### src/rtl/mux4_rr_arbiter_pkg.sv
// Shared definitions for the mux4_rr_arbiter slice.
//   N_REQ / SEL_W  : number of requesters and width of a lane index
//   obuf_state_t   : output register occupancy (EMPTY / FULL)
//   ptr_add()      : lane index arithmetic modulo N_REQ
package mux4_rr_arbiter_pkg;

  localparam int N_REQ = 4;
  localparam int SEL_W = 2;

  typedef enum logic {
    EMPTY = 1'b0,
    FULL  = 1'b1
  } obuf_state_t;

  // Index arithmetic wraps naturally because the result is SEL_W bits wide.
  function automatic logic [SEL_W-1:0] ptr_add(input logic [SEL_W-1:0] p,
                                                input logic [SEL_W-1:0] k);
    return p + k;
  endfunction

endpackage

### src/rtl/mux4_rr_arbiter_mux4_cell.sv
// Single-bit 4:1 mux cell used to build the shared word-wide datapath.
//   d   : the four candidate bits, d[i] from lane i
//   sel : lane select
//   y   : selected bit
module mux4_cell (
  input  logic [3:0] d,
  input  logic [1:0] sel,
  output logic       y
);

  assign y = d[sel];

endmodule

### src/rtl/mux4_rr_arbiter_rr_pick4.sv
// Combinational round-robin winner search over four requesters.
//   req     : per-lane request bits
//   ptr     : index of the most recently granted lane
//   winner  : first requesting lane in order ptr+1, ptr+2, ptr+3, ptr (mod 4)
//   any_req : at least one lane is requesting
module rr_pick4
  import mux4_rr_arbiter_pkg::*;
(
  input  logic [N_REQ-1:0] req,
  input  logic [SEL_W-1:0] ptr,
  output logic [SEL_W-1:0] winner,
  output logic             any_req
);

  logic             found;
  logic [SEL_W-1:0] cand;

  assign any_req = |req;

  // k runs 1..4; k=4 truncates to 0, so the last lane examined is ptr itself.
  always_comb begin
    winner = '0;
    found  = 1'b0;
    cand   = '0;
    for (int k = 1; k <= N_REQ; k++) begin
      cand = ptr_add(ptr, k[SEL_W-1:0]);
      if (!found && req[cand]) begin
        winner = cand;
        found  = 1'b1;
      end
    end
  end

endmodule

### src/rtl/mux4_rr_arbiter.sv
// Round-robin arbiter sharing one 4:1 word mux between four requesters and
// capturing the winning word into a valid/ready output register.
//   clk, rst   : clock, asynchronous active-high reset
//   req, data  : per-lane request and word (lane i at data[i*WIDTH +: WIDTH])
//   gnt        : one-hot, combinational; lane captured at this edge
//   out_valid, out_ready, out_data, out_src : downstream handshake and payload
//   busy       : mirrors out_valid
module mux4_rr_arbiter
  import mux4_rr_arbiter_pkg::*;
#(
  parameter int WIDTH = 8
) (
  input  logic                   clk,
  input  logic                   rst,
  input  logic [N_REQ-1:0]       req,
  input  logic [N_REQ*WIDTH-1:0] data,
  output logic [N_REQ-1:0]       gnt,
  output logic                   out_valid,
  input  logic                   out_ready,
  output logic [WIDTH-1:0]       out_data,
  output logic [SEL_W-1:0]       out_src,
  output logic                   busy
);

  obuf_state_t      state_reg, state_next;
  logic [SEL_W-1:0] ptr_reg;
  logic [WIDTH-1:0] data_reg;
  logic [SEL_W-1:0] src_reg;

  logic [SEL_W-1:0] winner;
  logic             any_req;
  logic             load;
  logic             capture;
  logic [WIDTH-1:0] mux_word;

  rr_pick4 u_pick (
    .req     (req),
    .ptr     (ptr_reg),
    .winner  (winner),
    .any_req (any_req)
  );

  // Bit-sliced shared datapath steered directly by the combinational winner.
  generate
    for (genvar gi = 0; gi < WIDTH; gi++) begin : g_mux
      mux4_cell u_cell (
        .d   ({data[3*WIDTH+gi], data[2*WIDTH+gi], data[WIDTH+gi], data[gi]}),
        .sel (winner),
        .y   (mux_word[gi])
      );
    end
  endgenerate

  assign load    = (state_reg == EMPTY) || out_ready;
  assign capture = load && any_req;

  // Next state plus grant. gnt is forced low while rst is held because the
  // register reads EMPTY during reset and would otherwise show a grant.
  always_comb begin
    state_next = state_reg;
    gnt        = '0;
    if (load) begin
      state_next = any_req ? FULL : EMPTY;
    end
    if (capture && !rst) begin
      gnt[winner] = 1'b1;
    end
  end

  always_ff @(posedge clk or posedge rst) begin
    if (rst) begin
      state_reg <= EMPTY;
      ptr_reg   <= SEL_W'(N_REQ - 1);
      data_reg  <= '0;
      src_reg   <= '0;
    end else begin
      state_reg <= state_next;
      // Payload and pointer only move on a capture; a drain leaves them alone.
      if (capture) begin
        data_reg <= mux_word;
        src_reg  <= winner;
        ptr_reg  <= winner;
      end
    end
  end

  assign out_valid = (state_reg == FULL);
  assign busy      = out_valid;
  assign out_data  = data_reg;
  assign out_src   = src_reg;

endmodule
### config.mk
export PLATFORM = sky130hd
export DESIGN_NAME = mux4_rr_arbiter
export DESIGN_NICKNAME = d
export VERILOG_FILES = /design/src/rtl/mux4_rr_arbiter_pkg.sv /design/src/rtl/mux4_rr_arbiter_mux4_cell.sv /design/src/rtl/mux4_rr_arbiter_rr_pick4.sv /design/src/rtl/mux4_rr_arbiter.sv
export SDC_FILE = /design/constraint.sdc
export NUM_CORES = 1
export LEC_CHECK = 0
export ABC_AREA = 1
export CAP_MARGIN = 40
export CORE_MARGIN = 1
export CORE_UTILIZATION = 46
export CTS_CLUSTER_DIAMETER = 150
export CTS_CLUSTER_SIZE = 40
export DETAILED_ROUTE_END_ITERATION = 8
export PLACE_DENSITY = 0.95
export SLEW_MARGIN = 20
export SYNTH_ARGS = -nofsm -noshare
export SYNTH_HDL_FRONTEND = slang
export SYNTH_HIERARCHICAL = 1
export SYNTH_SLANG_ARGS = --single-unit
export TNS_END_PERCENT = 100
### constraint.sdc
create_clock -name clk -period 6.35 [get_ports clk]
set_clock_uncertainty 0.15 [all_clocks]
set_input_delay 1.905 -clock clk [delete_from_list [all_inputs] [get_ports clk]]
set_output_delay 1.905 -clock clk [all_outputs]
set_load 0.01 [all_outputs]
==> Yosys cells after proc, flatten, opt, wreduce, memory -nomap -nowiden <==
Index checks and enable logic that the tools add are counted.
{ "word_totals": {"register_bits": 13, "in_bits": 39, "out_inout_bits": 16, "elab_cells": 61} }
{ "op_classes": {"addsub": 3, "order_cmp": 6, "muxes": 35, "bitwise": 1, "n_reduce_logical": 12} }
{ "ops": {"columns": ["op", "n"], "rows": [
  ["binary-select mux 1 bit (select 2 bit)", 12],
  ["two-way mux 1 bit", 17],
  ["< comparator 2 x 3 -> 1 bit, second input constant", 5],
  ["two-way mux 2 bit", 4],
  ["logical AND 1 bit", 6],
  ["adder 2 bit, second input constant", 2],
  ["zero test 1 bit", 4],
  ["two-way mux 4 bit", 1],
  ["OR reduction 4 bit", 1],
  ["adder 2 x 1 -> 2 bit, second input constant", 1],
  ["demux 1 bit (select 2 bit)", 1],
  [">= comparator 2 x 1 -> 1 bit, second input constant", 1],
  ["logical OR 1 bit", 1],
  ["NOT 1 bit", 1]
]} }

==> Depth between registers and ports, before layout <==
{ "depth": {"word_depth": 18, "depth_mapped": 16, "mapped_depth_nobuf": 15} }

==> Hierarchy <==
Netlist, hierarchy kept.
{ "modules_own_cells": {"columns": ["module", "instances", "cells_each", "area_per_inst_um2", "seq_area_each_um2"], "rows": [
  ["mux4_rr_arbiter", 1, 64, 559.3, 327.8],
  ["mux4_cell", 8, 13, 51.3, 0.0],
  ["rr_pick4", 1, 50, 301.5, 0.0]
]} }

==> Worst setup path after synthesis <==
No wires, ideal clock.
{ "synth_path": {"path_kind": "input to output", "startpoint": "input req[1]", "endpoint": "output gnt[1]", "arrival_time_ns": 3.275, "t_required_ns": 4.295, "path_slack_ns": 1.020, "cell_stages": 9, "n_path_buf": 0, "cell_sequence": "inv_1 > nand2_1 > nand3_1 > nand2_4 > nor2_8 > nand4_1 > nand2_1 > nand3_1 > nor2_1"} }
{ "synth_via": {"elab_chain_cells": 17, "elab_cells_between_ends": 30, "classes_between": "2 x order compare; 18 x mux; 10 x reduce/logical"} }
{ "synth_lines": {"columns": ["element", "line", "rtl"], "rows": [
  ["start: declaration", "mux4_rr_arbiter.sv:15", "input logic [N_REQ-1:0] req,"],
  ["binary-select mux 1 bit (select 2 bit)", "mux4_rr_arbiter_rr_pick4.sv:27", "if (!found && req[cand]) begin"],
  ["two-way mux 1 bit (implied by the code)", "mux4_rr_arbiter_rr_pick4.sv:27", null],
  ["two-way mux 1 bit", "mux4_rr_arbiter_rr_pick4.sv:27", null],
  ["zero test 1 bit", "mux4_rr_arbiter_rr_pick4.sv:27", null],
  ["logical AND 1 bit", "mux4_rr_arbiter_rr_pick4.sv:27", null],
  ["two-way mux 1 bit", "mux4_rr_arbiter_rr_pick4.sv:27", null],
  ["zero test 1 bit", "mux4_rr_arbiter_rr_pick4.sv:27", null],
  ["logical AND 1 bit", "mux4_rr_arbiter_rr_pick4.sv:27", null],
  ["(+2 left out)", null, null],
  ["logical AND 1 bit", "mux4_rr_arbiter_rr_pick4.sv:27", null],
  ["two-way mux 2 bit *", "mux4_rr_arbiter_rr_pick4.sv:27", null],
  ["via winner[0]", "mux4_rr_arbiter.sv:30", "logic [SEL_W-1:0] winner;"],
  ["< comparator 2 x 3 -> 1 bit (implied by the code) / >= comparator 2 x 1 -> 1 bit (equally long branches)", "mux4_rr_arbiter.sv:66", "gnt[winner] = 1'b1;"],
  ["logical AND 1 bit (implied by the code)", "mux4_rr_arbiter.sv:66", null],
  ["two-way mux 1 bit (implied by the code)", "mux4_rr_arbiter.sv:66", null],
  ["demux 1 bit (select 2 bit) *", "mux4_rr_arbiter.sv:66", null],
  ["two-way mux 4 bit *", "mux4_rr_arbiter.sv:65", "if (capture && !rst) begin"],
  ["end: declaration", "mux4_rr_arbiter.sv:17", "output logic [N_REQ-1:0] gnt,"]
]} }
The timed path passes the listed nets; every way through them passes the cells marked *. The select of a mux whose other input is x is not followed.

==> Final worst setup path <==
{ "layout_path": {"startpoint": "input req[2]", "endpoint": "output gnt[1]"} }
The elaborated chain is that of the path after synthesis.

==> results.yml <==
route:
  wl_per_cell_um: 10.1
  drtIter0Drc: 28
  drc: 0
  firstDrtPassIters: 4
  drt-total-wl_mm: 3.10
  vias: 1408
  drtAntennaViolNets: 0
  vias_per_cell: 4.60
place:
  place_ws_ps: 328
  hpwlAfterDp_mm: 2.39
  place_congestion: 0.860
  portBuffers: 54
  placed_area_mm2: 0.00184
power_and_ir_drop:
  pwr-share-comb: 0.783
  p_int_uw: 484
  p_switching_uw: 520
  power.leakage_uw: 0.00109
  switching_share: 0.518
  ir_worst_vdd_mv: 0.386
  pwr-share-seq: 0.166
  clkPwrFrac: 0.051
  p_per_area_mw_per_mm2: 537
timing:
  fin_ws_ps: 315
  fin_crit_sh: 0.950
  fin_tns_setup_ps: 0
  rsz0062_at_grt: "false"
  period_needed_ps: 6040
  hold_viol_final: 0
  fmax_mhz: 166
  drv_slew: 0
  max-slew-margin-rel: 0.815
  setup_violations: 0
  worst_slew_pin_slew_ps: 276
cts:
  path_clk_slew_ps: 80
  clk_latency_ps: 280
  h-tree-depth: 1
  post_cts_resized: 0
  clock-root-buffer: "clkbuf_4"
  post_cts_buffers: 0
  clockBufferDepth: 2
  postCtsHoldBufs: 0
  cts.sinks: 13
  cts_buffers: 3
  cts_tree: "done"
synthesis:
  synth_top_area_cell: "nand2_1"
  synth_ff_type: "dfrtp_1"
  syn_area_mm2: 0.00127
  synth_common_cells: "82 x nand2_1, 54 x inv_1, 32 x nand3_1, 11 x dfrtp_1, 11 x nand2_2"
  synthCells: 218
  synth_edf_count: 0
  synth_area_leaders: "nand2_1 24%, dfrtp_1 22%, inv_1 16%, nand3_1 13%, nand2_2 5.4%"
  syn_nets: 257
  yosys_warnings: 6
  syn_area_per_cell_um2: 5.83
  yosysMostFrequentCell: "nand2_1"
  yosysTopAreaCellShare: 0.242
  synth-seq-cells: 13
  async_flop_share: 1.00
  ys_seq_area_frac: 0.258
  synth_cell_types: 19
global_routing:
  grtUsageTotal: 0.239
  grt-ovfl-total: 0
  grt_max_degree: 16
  antenna_found_initial: 0
  grt_pass1_wl_mm: 5.12
  grt_pass1_vias: 1328
layout:
  fillers: 196
  area_growth_pct: 47.0
  diodes: 0
  fin_util: 0.735
  largest_reg_flops: 8
  drive_gt1_frac: 0.116
  final_area_mm2: 0.00187
  fin_nets: 316
critical_path:
  crit_path_end_kind: "output port"
  cp_max_fo: 5
  slowest_stage: "clkdlybuf4s50_1"
  worstPathCellList: "clkdlybuf4s50_1 -> nand2_1 -> nand2_2 -> nand2_1 -> nand2_1 -> inv_1 -> nand3b_1 -> nand3_1 -> or2_1 -> nor2_1 -> clkdlybuf4s50_1"
  crit_path_start_kind: "input pin"
  slowest_delay_ps: 540
  crit_type: "in2out"
  crit_path_frequent_cell: "nand2_1"
  critPathRequiredTime_ps: 4300
  crit_arrival_ps: 3980
floorplan:
  start_util: 0.500
  die_h_um: 54.6
  rows: 18
  dieWidth_um: 54.6
  dieArea_mm2: 0.00298
  core-area_mm2: 0.00254
  io_pins: 55
run:
  drv_cap: 0
status:
  outcome: "finished clean"
hold_path:
  hold_path_class: "reg2reg"
-- metrics by stage --
stage               power, µW  hold WS (ps)  instances
floorplan                 708           299        218
global placement          920           303        302
detailed placement        944           311        302
global route             1110           346        306
finish                   1000           330        306
CTS                      1000           329        306
-- path summary, 6_finish.rpt --
path	to	slack [ps]	startpoint	cells after the start
max reg2reg	out_data[0]	4050	ptr_reg[0]	15
min in group asynchronous	out_src[1]	1800	rst	3
max	gnt[1]	310	req[2]	11
min reg2reg	out_data[2]	330	out_data[2]	2
max in group asynchronous	ptr_reg[1]	4020	rst	3
min	out_data[2]	330	out_data[2]	2
-- critical path: cells and delay by family --
| family | cells | cell delay [ps] |
|---|---|---|
| AND/OR/NAND/NOR | 8 | 940 |
| buffers and inverters | 3 | 1130 |
-- metal layers --
| metal | vias up | track usage | routed length (µm) |
|---|---|---|---|
| li1 | 754 | - | - |
| met1 | 600 | 0.244 | 1310 |
| met2 | 50 | 0.480 | 1550 |
| met3 | 4 | 0.0500 | 211 |
| met4 | 0 | 0.0641 | 29 |
| met5 | - | 0 | 0 |
-- kinds of logic (layout without fill, tap and decap cells) --
logic type             count (synthesis)  in the layout  share of synthesized area
buffers and inverters                 62            120                      0.208
AND/OR/NAND/NOR                      141            141                      0.526
AO/OA/AOI/OAI                          2              2                    0.00886
flip-flops                            13             13                      0.258
-- cells in the final DEF (no fill, tap or decap), types with 2 or more instances in the layout --
| cell | instances |
|---|---|
| inv_1 | 54 |
| nand2_2 | 11 |
| dfrtp_1 | 11 |
| nand4_1 | 2 |
| buf_4 | 5 |
| nand2_1 | 82 |
| clkdlybuf4s50_1 | 54 |
| nor2_1 | 5 |
| inv_2 | 2 |
| dfstp_2 | 2 |
| nand2_4 | 5 |
| nand3_1 | 32 |
| clkbuf_4 | 3 |
-- power by group through the flow --
stage / sequential (µW) / combinational, µW / clock [µW]
floorplan: 169 / 539 / 0
global placement: 165 / 756 / 0
finish: 167 / 786 / 50.9
CTS: 166 / 787 / 51.2
detailed placement: 167 / 777 / 0
global route: 172 / 887 / 56.0
-- layout make-up --
cell class,count,area (µm²),area share
multi-input combinational,143,679,0.363
tap,30,37.5,0.0201
timing repair buffer,59,578,0.309
sequential,13,328,0.175
clock inverter,1,5.00,0.00268
inverter,57,219,0.117
clock buffer,3,22.5,0.0120
Note: power is estimated with default switching activity, not from simulation.
